==> src/rtl/axis_sa_arbiter.sv <==
// Packet-atomic round-robin arbiter that shares one systolic-array instance between N AXI-Stream requesters.
// A tag FIFO remembers the issuing requester of each packet so array outputs are routed back in issue order.
module axis_sa_arbiter #(
  parameter int N     = 2,
  parameter int R     = 4,
  parameter int C     = 8,
  parameter int WX    = 4,
  parameter int WK    = 8,
  parameter int WY    = 16,
  parameter int DEPTH = 4
) (
  input  logic                  clk,
  input  logic                  rstn,
  input  logic [N-1:0]          s_valid,
  input  logic [N-1:0]          s_last,
  output logic [N-1:0]          s_ready,
  input  logic [N*R*WX-1:0]     sx_data,
  input  logic [N*C*WK-1:0]     sk_data,
  output logic                  a_s_valid,
  output logic                  a_s_last,
  input  logic                  a_s_ready,
  output logic [R*WX-1:0]       a_sx_data,
  output logic [C*WK-1:0]       a_sk_data,
  input  logic                  a_m_valid,
  input  logic                  a_m_last,
  output logic                  a_m_ready,
  input  logic [R*WY-1:0]       a_m_data,
  output logic [N-1:0]          m_valid,
  output logic [N-1:0]          m_last,
  input  logic [N-1:0]          m_ready,
  output logic [R*WY-1:0]       m_data,
  output logic                  err
);

  localparam int GW = (N > 1) ? $clog2(N) : 1;
  localparam int PW = (DEPTH > 1) ? $clog2(DEPTH) : 1;
  localparam int CW = $clog2(DEPTH + 1);
  localparam int XW = R * WX;
  localparam int KW = C * WK;

  typedef enum logic [0:0] {IDLE = 1'b0, BUSY = 1'b1} state_t;

  state_t        state_q, state_d;
  logic [GW-1:0] grant_q, grant_d;
  logic [GW-1:0] rr_q, rr_d;
  logic [GW-1:0] tag_q [DEPTH];
  logic [PW-1:0] wr_ptr_q, rd_ptr_q;
  logic [CW-1:0] count_q;
  logic          err_q;

  logic [GW-1:0] win_s;
  logic          win_found_s;
  logic [GW:0]   idx_s;
  logic          hit_s;
  logic [GW-1:0] head_s;
  logic          nonempty_s, full_s, push_s, pop_s, in_last_hs_s, err_set_s;
  logic [XW-1:0] sx_arr_s [N];
  logic [KW-1:0] sk_arr_s [N];

  for (genvar g = 0; g < N; g++) begin : g_unpack
    assign sx_arr_s[g] = sx_data[g*XW +: XW];
    assign sk_arr_s[g] = sk_data[g*KW +: KW];
  end

  assign head_s       = tag_q[rd_ptr_q];
  assign nonempty_s   = (count_q != '0);
  assign full_s       = (count_q == CW'(DEPTH));
  assign push_s       = (state_q == IDLE) & win_found_s & ~full_s;
  assign pop_s        = a_m_valid & a_m_ready & a_m_last;
  assign in_last_hs_s = a_s_valid & a_s_ready & a_s_last;
  // a_m_valid with no tag outstanding, or a last-beat handshake outside BUSY
  assign err_set_s    = (a_m_valid & ~nonempty_s) |
                        ((state_q != BUSY) & (|(s_valid & s_ready & s_last)));

  // Round-robin search starting at rr_q, wrapping modulo N
  always_comb begin
    win_s       = rr_q;
    win_found_s = 1'b0;
    idx_s       = '0;
    hit_s       = 1'b0;
    for (int k = 0; k < N; k++) begin
      idx_s       = {1'b0, rr_q} + (GW+1)'(k);
      idx_s       = (idx_s >= (GW+1)'(N)) ? idx_s - (GW+1)'(N) : idx_s;
      hit_s       = ~win_found_s & s_valid[idx_s[GW-1:0]];
      win_s       = hit_s ? idx_s[GW-1:0] : win_s;
      win_found_s = win_found_s | hit_s;
    end
  end

  // Controller state, grant and round-robin pointer registers
  always_ff @(posedge clk or negedge rstn) begin
    if (!rstn) begin
      state_q <= IDLE;
      grant_q <= '0;
      rr_q    <= '0;
      err_q   <= 1'b0;
    end else begin
      state_q <= state_d;
      grant_q <= grant_d;
      rr_q    <= rr_d;
      err_q   <= err_q | err_set_s;
    end
  end

  // Next-state: grant from IDLE, release after the last beat of the packet
  always_comb begin
    state_d = state_q;
    grant_d = grant_q;
    rr_d    = rr_q;
    case (state_q)
      IDLE: begin
        if (push_s) begin
          state_d = BUSY;
          grant_d = win_s;
        end else begin
          state_d = IDLE;
        end
      end
      BUSY: begin
        if (in_last_hs_s) begin
          state_d = IDLE;
          rr_d    = (grant_q == GW'(N - 1)) ? '0 : grant_q + GW'(1);
        end else begin
          state_d = BUSY;
        end
      end
      default: state_d = IDLE;
    endcase
  end

  // Handshake and data muxes toward the array and back to the requesters
  always_comb begin
    s_ready   = '0;
    a_s_valid = 1'b0;
    a_s_last  = 1'b0;
    a_sx_data = sx_arr_s[grant_q];
    a_sk_data = sk_arr_s[grant_q];
    if (state_q == BUSY) begin
      a_s_valid        = s_valid[grant_q];
      a_s_last         = s_last[grant_q];
      s_ready[grant_q] = a_s_ready;
    end else begin
      a_s_valid = 1'b0;
      a_s_last  = 1'b0;
    end
    m_valid         = '0;
    m_last          = '0;
    m_valid[head_s] = a_m_valid & nonempty_s;
    m_last[head_s]  = a_m_valid & nonempty_s & a_m_last;
    a_m_ready       = nonempty_s & m_ready[head_s];
    m_data          = a_m_data;
    err             = err_q;
  end

  // Tag FIFO; push and pop in the same cycle leave the count unchanged
  always_ff @(posedge clk or negedge rstn) begin
    if (!rstn) begin
      wr_ptr_q <= '0;
      rd_ptr_q <= '0;
      count_q  <= '0;
      for (int i = 0; i < DEPTH; i++) begin
        tag_q[i] <= '0;
      end
    end else begin
      if (push_s) begin
        tag_q[wr_ptr_q] <= win_s;
        wr_ptr_q        <= wr_ptr_q + PW'(1);
      end
      if (pop_s) begin
        rd_ptr_q <= rd_ptr_q + PW'(1);
      end
      case ({push_s, pop_s})
        2'b10:   count_q <= count_q + CW'(1);
        2'b01:   count_q <= count_q - CW'(1);
        default: count_q <= count_q;
      endcase
    end
  end

endmodule

==> config.mk <==
export PLATFORM = sky130hd
export DESIGN_NAME = axis_sa_arbiter
export DESIGN_NICKNAME = d
export VERILOG_FILES = /design/src/rtl/axis_sa_arbiter.sv
export SDC_FILE = /design/constraint.sdc
export NUM_CORES = 1
export LEC_CHECK = 0
export ABC_AREA = 1
export BUFFER_PORTS_ARGS = -buffer_cell sky130_fd_sc_hd__buf_2
export CAP_MARGIN = 30
export CORE_AREA = 4 4 147 149
export CTS_CLUSTER_DIAMETER = 150
export CTS_CLUSTER_SIZE = 20
export DETAILED_ROUTE_END_ITERATION = 10
export DIE_AREA = 0 0 151 153
export PLACE_DENSITY = 0.47
export SYNTH_ARGS = -nofsm -noshare
export SYNTH_HDL_FRONTEND = slang
export SYNTH_SLANG_ARGS = --single-unit
==> constraint.sdc <==
create_clock -name clk -period 6.1 [get_ports clk]
set_clock_uncertainty 0.1 [all_clocks]
set_input_delay 0.61 -clock clk [delete_from_list [all_inputs] [get_ports clk]]
set_output_delay 0.61 -clock clk [all_outputs]
set_load 0.05 [all_outputs]
# Yosys cells after proc, flatten, opt, wreduce, memory -nomap -nowiden
# Cells that the tools add are included.
[op_classes]
multipliers = 0
n_eq_ne = 3
n_lt_le_gt_ge = 12
muxes = 38
bitwise_logic = 27
n_reduce_logical = 8
shift = 0
n_addsub = 8
n_div = 0
[ops]
columns = ["operator", "n"]
rows = [
  ["2-to-1 mux 64 bit", 3],
  ["2-to-1 mux 16 bit", 3],
  ["2-to-1 mux 1 bit", 24],
  ["bitwise AND 1 bit", 12],
  ["bitwise AND 2 bit", 5],
  ["less-than comparator 1 x 2 -> 1 bit, second input constant", 4],
  ["greater-or-equal comparator 3 bit, second input constant", 2],
  ["NOT 2 -> 3 bit", 2],
  ["one-hot mux 3 bit (2 select lines)", 1],
  ["adder 2 x 1 -> 2 bit, second input constant", 2],
  ["bitwise mux 4 bit", 1],
  ["greater-or-equal comparator 2 bit, second input constant", 2],
  ["NOT 1 bit", 4],
  ["AND reduction 2 bit", 2],
  ["adder 3 x 1 -> 3 bit, second input constant", 1],
  ["== test 3 bit, second input constant", 1],
  ["logical AND 1 bit", 3],
  ["less-than comparator 3 x 1 -> 1 bit, second input constant", 1],
  ["OR 1 bit", 3],
  ["nonzero test 3 bit", 1],
  ["subtractor 3 x 1 -> 3 bit, second input constant", 1],
  ["adder 1 x 1 -> 2 bit, second input constant", 1],
  ["binary-select mux 1 bit (select 2 bit)", 1],
  ["demux 1 bit (select 1 bit)", 2],
  ["12 further kinds", 14],
]
[totals]
ramBits = 0
romBits = 0
inputBits = 235
elab_cells = 107
out_inout_bits = 154
memories = 0
latch_bits = 0
register_bits = 15

# Longest topological paths before layout
# Gate-level depths: netlist of run 1.
[depth]
ltp_word = 12
ltp_mapped = 13
mapped_depth_nobuf = 13

# Worst setup path before layout of run 1
# OpenSTA, ideal clock, no wires.
[synth_path]
path_type = "input port to output port"
start = "input port a_m_valid"
end = "output port m_last[0]"
t_required_ns = 5.390
path_stages = 4
t_arrival_ns = 1.534
n_path_buf = 0
setup_slack_ns = 3.856
cell_sequence = "nand2_1 nor2_4 inv_1 nor2_1"
[synth_between]
elab_chain_len = 3
[synth_lines]
columns = ["item", "line_no", "text"]
rows = [
  ["start, declared", "24", "input logic a_m_valid,"],
  ["bitwise AND 1 bit (2 in a row)", "149", "m_last[head_s] = a_m_valid & nonempty_s & a_m_last;"],
  ["bitwise AND 2 bit (no line)", "--", ""],
  ["end, declared", "29", "output logic [N-1:0] m_last,"],
]
# Every way passes these cells.

# Worst setup path after layout of run 1
[layout_path]
start = "register grant_q"
end = "output port a_sx_data[10]"
[layout_between]
elab_chain_len = 4
[layout_lines]
columns = ["item", "line_no", "text"]
rows = [
  ["start, declared", "44", "logic [GW-1:0] grant_q, grant_d;"],
  ["start signal, assigned", "99", "grant_q <= grant_d;"],
  ["NOT 1 -> 2 bit (not written as such)", "136", "a_sx_data = sx_arr_s[grant_q];"],
  ["2-to-1 mux 16 bit (not written as such) (3 in a row)", "136", ""],
  ["end, declared", "22", "output logic [R*WX-1:0] a_sx_data,"],
]
# Every way passes these cells. The select of a mux whose other input is x is not followed.

==> metrics.md, run 1 <==
| Metric | Value |
|---|---|
| Async S/R FF share, synth | `100%` |
| CTS Root Cell | `clkbuf_16` |
| Setup Crit Path Kind | `flop to primary output` |
| Vias | `3,176` |
| Max VDD drop | `264 uV` |
| FMAX | `309 MHz` |
| Pwr/cell area | `545 nW/um2` |
| First-pass GRT wire length | `17,900 um` |
| Pre-CTS WS | `3.03 ns` |
| Final #Nets | `866` |
| Pwr Total | `1.95 mW` |
| Placed cells | `890` |
| Synth Cell Area | `2410 um2` |
| Largest cells by area after synthesis | `nand2_1 (41%), buf_4 (20%), dfrtp_1 (16%)` |
| Post-Syn Nets | `682` |
| Post-CTS setup buffers | `0` |
| Post-Route WL | `12,600 um` |
| Synthesized area per cell | `5.47 um2` |
| Total CTS buffers | `3` |
| Die height | `153 um` |
| Tot GR Track Use | `9.95%` |
| Synth top area share | `40.7%` |
| Final Cycle Share | `53.1%` |
| HPWL Detailed | `10,800 um` |
| Final Hold Fails | `0` |
| Routability Congestion | `0.851` |
| Post-synthesis sequential area ratio | `15.6%` |
| Routed length per placed instance | `14.1 um` |
| Distinct cells, synth | `26` |
| Crit path time final | `3.24 ns` |
| DR pass1 iterations | `4` |
| Port bufs | `260` |
| Top-Level Pins | `389` |
| Layout Cells excl Fill | `894` |
| Layout cells sized above 1 | `44.9%` |
| Die Footprint | `23,100 um2` |
| CTS Hold Bufs | `0` |
| Die W | `151 um` |
| Startpoint types | `flop` |
| Residual DRC | `0` |
| Clk sinks | `15` |
| Final setup margin | `2.86 ns` |
| Worst hold path class | `input pin to async pin` |
| Setup_tns | `0 ns` |
| Slew of the pin with the lowest slew margin | `0.637 ns` |
| Core Box Area | `20,200 um2` |
| Max-cap viol count | `0` |
| Slew HR | `57.5%` |
| EDFF count, synth | `0` |
| Global route total overflow | `0` |
| Row cnt | `52` |
| Synth cell count leaders | `nand2_1 (262), buf_4 (64), inv_1 (20)` |
| Mapped Cells | `441` |
| Largest fanout on the critical path | `47` |
| PostCTS Resize Cnt | `0` |
| Yosys top cell by area | `nand2_1` |
| RSZ-0062 raised after global routing | `no` |
| Area Overhead vs Synth | `48.2%` |
| Worst setup EP type | `primary output` |
| CTS tree | `done` |
| H-tree Lvls | `1` |
| Vias in the first global route | `3,098` |
| Most common cell in the netlist | `nand2_1` |
| Yosys warnings | `0` |
| Clock tree buffer depth | `2` |
| ANT cells | `0` |
| Initial antenna violation count | `1` |
| Worst-path clk slew | `0.05 ns` |
| Initial DRC count | `123` |
| Slew Limit Fails | `0` |
| CP required | `5.39 ns` |
| # setup viols final | `0` |
| Vias per inst | `3.55` |
| WP data arrival | `2.53 ns` |
| Ys flop type | `dfrtp_1` |
| Leak | `2.30 nW` |
| Initial Utilization | `12.0%` |
| Status | `completed` |
| Antenna-violating nets left | `0` |
| Worst-Skew Late Latency | `0.25 ns` |
| Largest net degree at the start of global routing | `48` |
| Synthesis-stage register bit count | `15` |
## power breakdown
| group | internal, mW | switching [mW] | total, mW |
|---|---|---|---|
| clock network | 0.0877 | 0.0415 | 0.129 |
| registers | 0.148 | 0.0711 | 0.219 |
| logic | 0.352 | 1.25 | 1.60 |
## registers in the layout, summed over array words and instances (netlist names)
name      flops
err           1
rd_ptr_q      2
count_q       3
grant_q       1
wr_ptr_q      2
rr_q          1
tag_q         4
state_q       1
## worst paths after layout
check                      startpoint             to  slack [ns]  cells after the start
max in group asynchronous        rstn        grant_q        5.44                      1
max                           grant_q  a_sx_data[10]        2.86                      5
min                              rstn     count_q[1]        0.17                      1
min reg2reg                       err            err        0.35                      1
max reg2reg                count_q[0]     count_q[2]        3.91                     12
min in group clk                  err            err        0.35                      1
## worst max-delay path, stage by stage, from the launching register on
cell     delay (ns)
dfrtp_4        0.66
inv_2          0.55
buf_4          0.52
nand2_1        0.13
nand2_1        0.12
buf_2          0.27
## metrics by stage
stage          utilization (%)  instance area (um2)  hold slack, ns
4_1_cts                   17.7                 3580           0.183
3_3_place_gp              17.3                 3500           0.346
3_5_place_dp              17.3                 3500           0.343
2_1_floorplan                -                 2410           0.214
6_report                  17.7                 3580           0.166
5_1_grt                   17.7                 3580           0.197
## cell usage in the layout (no fill, tap or decap)
cell	synthesis	final
nand3_1	9	9
a21o_1	1	1
dfrtp_1	15	14
inv_2	3	3
buf_4	64	2
nand2_2	2	2
clkbuf_16	0	3
clkinv_2	0	1
o211ai_2	1	1
o21ai_0	6	6
nand3_2	4	4
inv_1	20	20
buf_2	13	260
ha_1	5	5
o2111ai_1	1	1
nor2_4	1	1
xnor2_1	1	1
nand2_4	1	1
a21boi_1	1	1
fa_1	1	1
nor2_1	14	14
dfrtp_4	0	1
o21ai_1	3	3
a21oi_1	3	3
nor2_2	1	1
nand2_1	262	262
xor2_1	3	3
## cell type report
| cell class | count | area [um2] |
|---|---|---|
| Multi-Input combinational cell | 320 | 1380 |
| Inverter | 23 | 86.3 |
| Fill cell | 2389 | 16600 |
| Clock inverter | 1 | 5.00 |
| Sequential cell | 15 | 379 |
| Tap cell | 270 | 338 |
| Clock buffer | 3 | 75.1 |
| Timing Repair Buffer | 262 | 1320 |
## metal layers
layer  wire length (um)  vias to the layer above  track usage (%)
li1                   -                     1620                -
met1               4940                     1349             11.8
met2               5730                      158             16.0
met3               1360                       49             3.97
met4                539                        0             4.06
met5                  0                        -                0
## kinds of logic after synthesis
family	Yosys count	share of synthesized area, %
buf+inv	106	27.4
xor+xnor	4	1.45
flops	15	15.6
compound gates	16	3.99
simple gates	294	48.2
fa+ha+maj	6	3.42
Note: power is estimated with default switching activity, not from simulation.
==> run 2, diff against run 1 <==
--- a/config.mk
+++ b/config.mk
@@ -13,7 +13,7 @@
 export CTS_CLUSTER_SIZE = 20
 export DETAILED_ROUTE_END_ITERATION = 10
 export DIE_AREA = 0 0 151 153
-export PLACE_DENSITY = 0.47
+export PLACE_DENSITY = 0.48
 export SYNTH_ARGS = -nofsm -noshare
 export SYNTH_HDL_FRONTEND = slang
 export SYNTH_SLANG_ARGS = --single-unit
==> constraint.sdc (replaced) <==
create_clock -name clk -period 2.74 [get_ports clk]
set_clock_uncertainty 0.1 [all_clocks]
set_input_delay 0.274 -clock clk [delete_from_list [all_inputs] [get_ports clk]]
set_output_delay 0.274 -clock clk [all_outputs]
set_load 0.05 [all_outputs]
==> run 2 against run 1 <==
Worst hold slack worse by 0.014 ns. Utilization rose by 0.84 points. Total power increased by 130%. Critical path depth increased by 8. Highest routed layer unchanged. First-iteration DRC count increased by 36%. Die area is the same. Worst setup slack worse by 2.3 ns. Sequential power grew 95%. Largest cell class is now non-clock buffers. Register-to-register slack got worse by 3.4 ns.
==> metrics.md, run 2 (synthesis results as in run 1) <==
| Metric | Value |
|---|---|
| Initial DRC count | `167 (was 123)` |
| FMAX | `456 MHz` |
| Final Cycle Share | `80.0%` |
| Post-CTS setup buffers | `0 (unchanged)` |
| Multi-input gate area | `1380 um2 (unchanged)` |
| ANT cells | `0 (unchanged)` |
| Clock tree buffer depth | `2 (unchanged)` |
| CP required | `2.76 ns (was 5.39 ns)` |
| Die height | `153 um (unchanged)` |
| Most frequent cells in the layout | `nand2_1 (262), buf_2 (251), inv_1 (20) (was nand2_1 (262), buf_2 (260), inv_1 (20))` |
| Initial Utilization | `12.0% (unchanged)` |
| Final #Nets | `869 (was 866)` |
| Initial antenna violation count | `0 (was 1)` |
| Startpoint types | `flop (unchanged)` |
| Max-cap viol count | `0 (unchanged)` |
| Slew HR | `68.4% (was 57.5%)` |
| First-pass GRT wire length | `17,300 um (was 17,900 um)` |
| Largest net degree at the start of global routing | `81 (was 48)` |
| Setup Crit Path Kind | `flop to flop (was flop to primary output)` |
| HPWL Detailed | `10,400 um (was 10,800 um)` |
| Commonest non-fill, non-tap cell in the layout | `nand2_1 (unchanged)` |
| Global route total overflow | `0 (unchanged)` |
| Area Overhead vs Synth | `55.2% (was 48.2%)` |
| Worst setup EP type | `flop (was primary output)` |
| Routability Congestion | `0.787 (was 0.851)` |
| Worst-path clk slew | `0.05 ns (about the same)` |
| Total CTS buffers | `3 (unchanged)` |
| Routed length per placed instance | `13.5 um (was 14.1 um)` |
| Layout cells sized above 1 | `44.8% (was 44.9%)` |
| Worst hold path class | `input pin to flop (was input pin to async pin)` |
| Setup_tns | `0 ns (unchanged)` |
| Slew of the pin with the lowest slew margin | `0.474 ns (was 0.637 ns)` |
| Vias per inst | `3.52 (was 3.55)` |
| Residual DRC | `0 (unchanged)` |
| Clk sinks | `15 (unchanged)` |
| Die Footprint | `23,100 um2 (unchanged)` |
| Top-Level Pins | `389 (unchanged)` |
| Register area | `377 um2 (was 379 um2)` |
| Die W | `151 um (unchanged)` |
| Final Hold Fails | `0 (unchanged)` |
| PostCTS Resize Cnt | `0 (unchanged)` |
| Slew Limit Fails | `0 (unchanged)` |
| Leak | `2.36 nW (was 2.30 nW)` |
| Largest fanout on the critical path | `5 (was 47)` |
| Port bufs | `260 (unchanged)` |
| # setup viols final | `0 (unchanged)` |
| Pwr/cell area | `1210 nW/um2 (was 545 nW/um2)` |
| Max FFs per register | `4 (unchanged)` |
| DR pass1 iterations | `5 (was 4)` |
| Layout Utilization | `18.6% (was 17.7%)` |
| Crit path time final | `2.19 ns` |
| Vias | `3,155 (was 3,176)` |
| Core Box Area | `20,200 um2 (unchanged)` |
| Post-Route WL | `12,100 um (was 12,600 um)` |
| Worst-Skew Late Latency | `0.24 ns (was 0.25 ns)` |
| CTS Root Cell | `clkbuf_16 (unchanged)` |
| RSZ-0062 raised after global routing | `no (unchanged)` |
| Vias in the first global route | `3,015 (was 3,098)` |
| Antenna-violating nets left | `0 (unchanged)` |
| Largest registers | `tag_q x4, count_q x3 (unchanged)` |
| WP data arrival | `2.21 ns (was 2.53 ns)` |
| Status | `completed (unchanged)` |
| Max VDD drop | `538 uV (was 264 uV)` |
| Tot GR Track Use | `9.43% (was 9.95%)` |
| Row cnt | `52 (unchanged)` |
| Largest register by flop count | `tag_q (unchanged)` |
| H-tree Lvls | `1 (unchanged)` |
| FILL cells | `2,372 (was 2,389)` |
| CTS Hold Bufs | `1 (was 0)` |
| CTS tree | `done (unchanged)` |
-- run 2: per-layer routing --
layer / GRT usage, % / wire length (um)
met1: 11.9 / 4910
met2: 14.6 / 5360
met3: 3.41 / 1370
met4: 3.54 / 464
met5: 0 / 0
-- run 2: stage by stage --
step                std cells  hold slack [ns]  instance area (um2)  total power, mW  setup WS [ns]
floorplan                 441           -0.122                 2410             3.47          0.722
global route              897            0.164                 3740             4.89          0.282
finish                    897            0.152                 3740             4.55          0.549
detailed placement        892            0.113                 3660             4.31          0.568
global placement          892            0.114                 3660             4.31          0.551
CTS                       897            0.147                 3740             4.61          0.540
-- run 2: final timing paths --
check	depth (start not counted)	start	slack, ns	end
max in group asynchronous	2	rstn	1.89	grant_q
hold reg to reg	1	err	0.35	err
setup reg to reg	13	rd_ptr_q[0]	0.55	count_q[2]
setup / recovery	13	rd_ptr_q[0]	0.55	count_q[2]
hold / removal	2	a_m_valid	0.15	err
min in group asynchronous	2	rstn	0.37	count_q[2]
-- run 2: worst max-delay path, stage by stage (launching register included) --
cell	delay, ns
dfrtp_1	0.44
inv_2	0.09
nand2_1	0.06
nand3_2	0.10
nand2_4	0.08
nand2_1	0.07
nand3_2	0.08
inv_1	0.07
ha_1	0.13
inv_1	0.06
fa_1	0.37
a21oi_1	0.14
o21ai_0	0.12
xor2_1	0.15
-- run 2: cell type report --
| type | instances | share of cell area [%] |
|---|---|---|
| clock buffers | 4 | 2.10 |
| inverters | 23 | 2.31 |
| multi-input cells | 320 | 36.8 |
| flip-flops and latches | 15 | 10.1 |
| well taps | 270 | 9.02 |
| repair buffers | 265 | 39.8 |
-- run 2: power breakdown --
group	switching [mW]	total, mW	leakage (nW)	internal [mW]
Sequential	0.0989	0.427	0.178	0.328
Combinational	2.87	3.84	2.14	0.961
Clock	0.0859	0.283	0.0382	0.197
Total	3.06	4.55	2.36	1.49
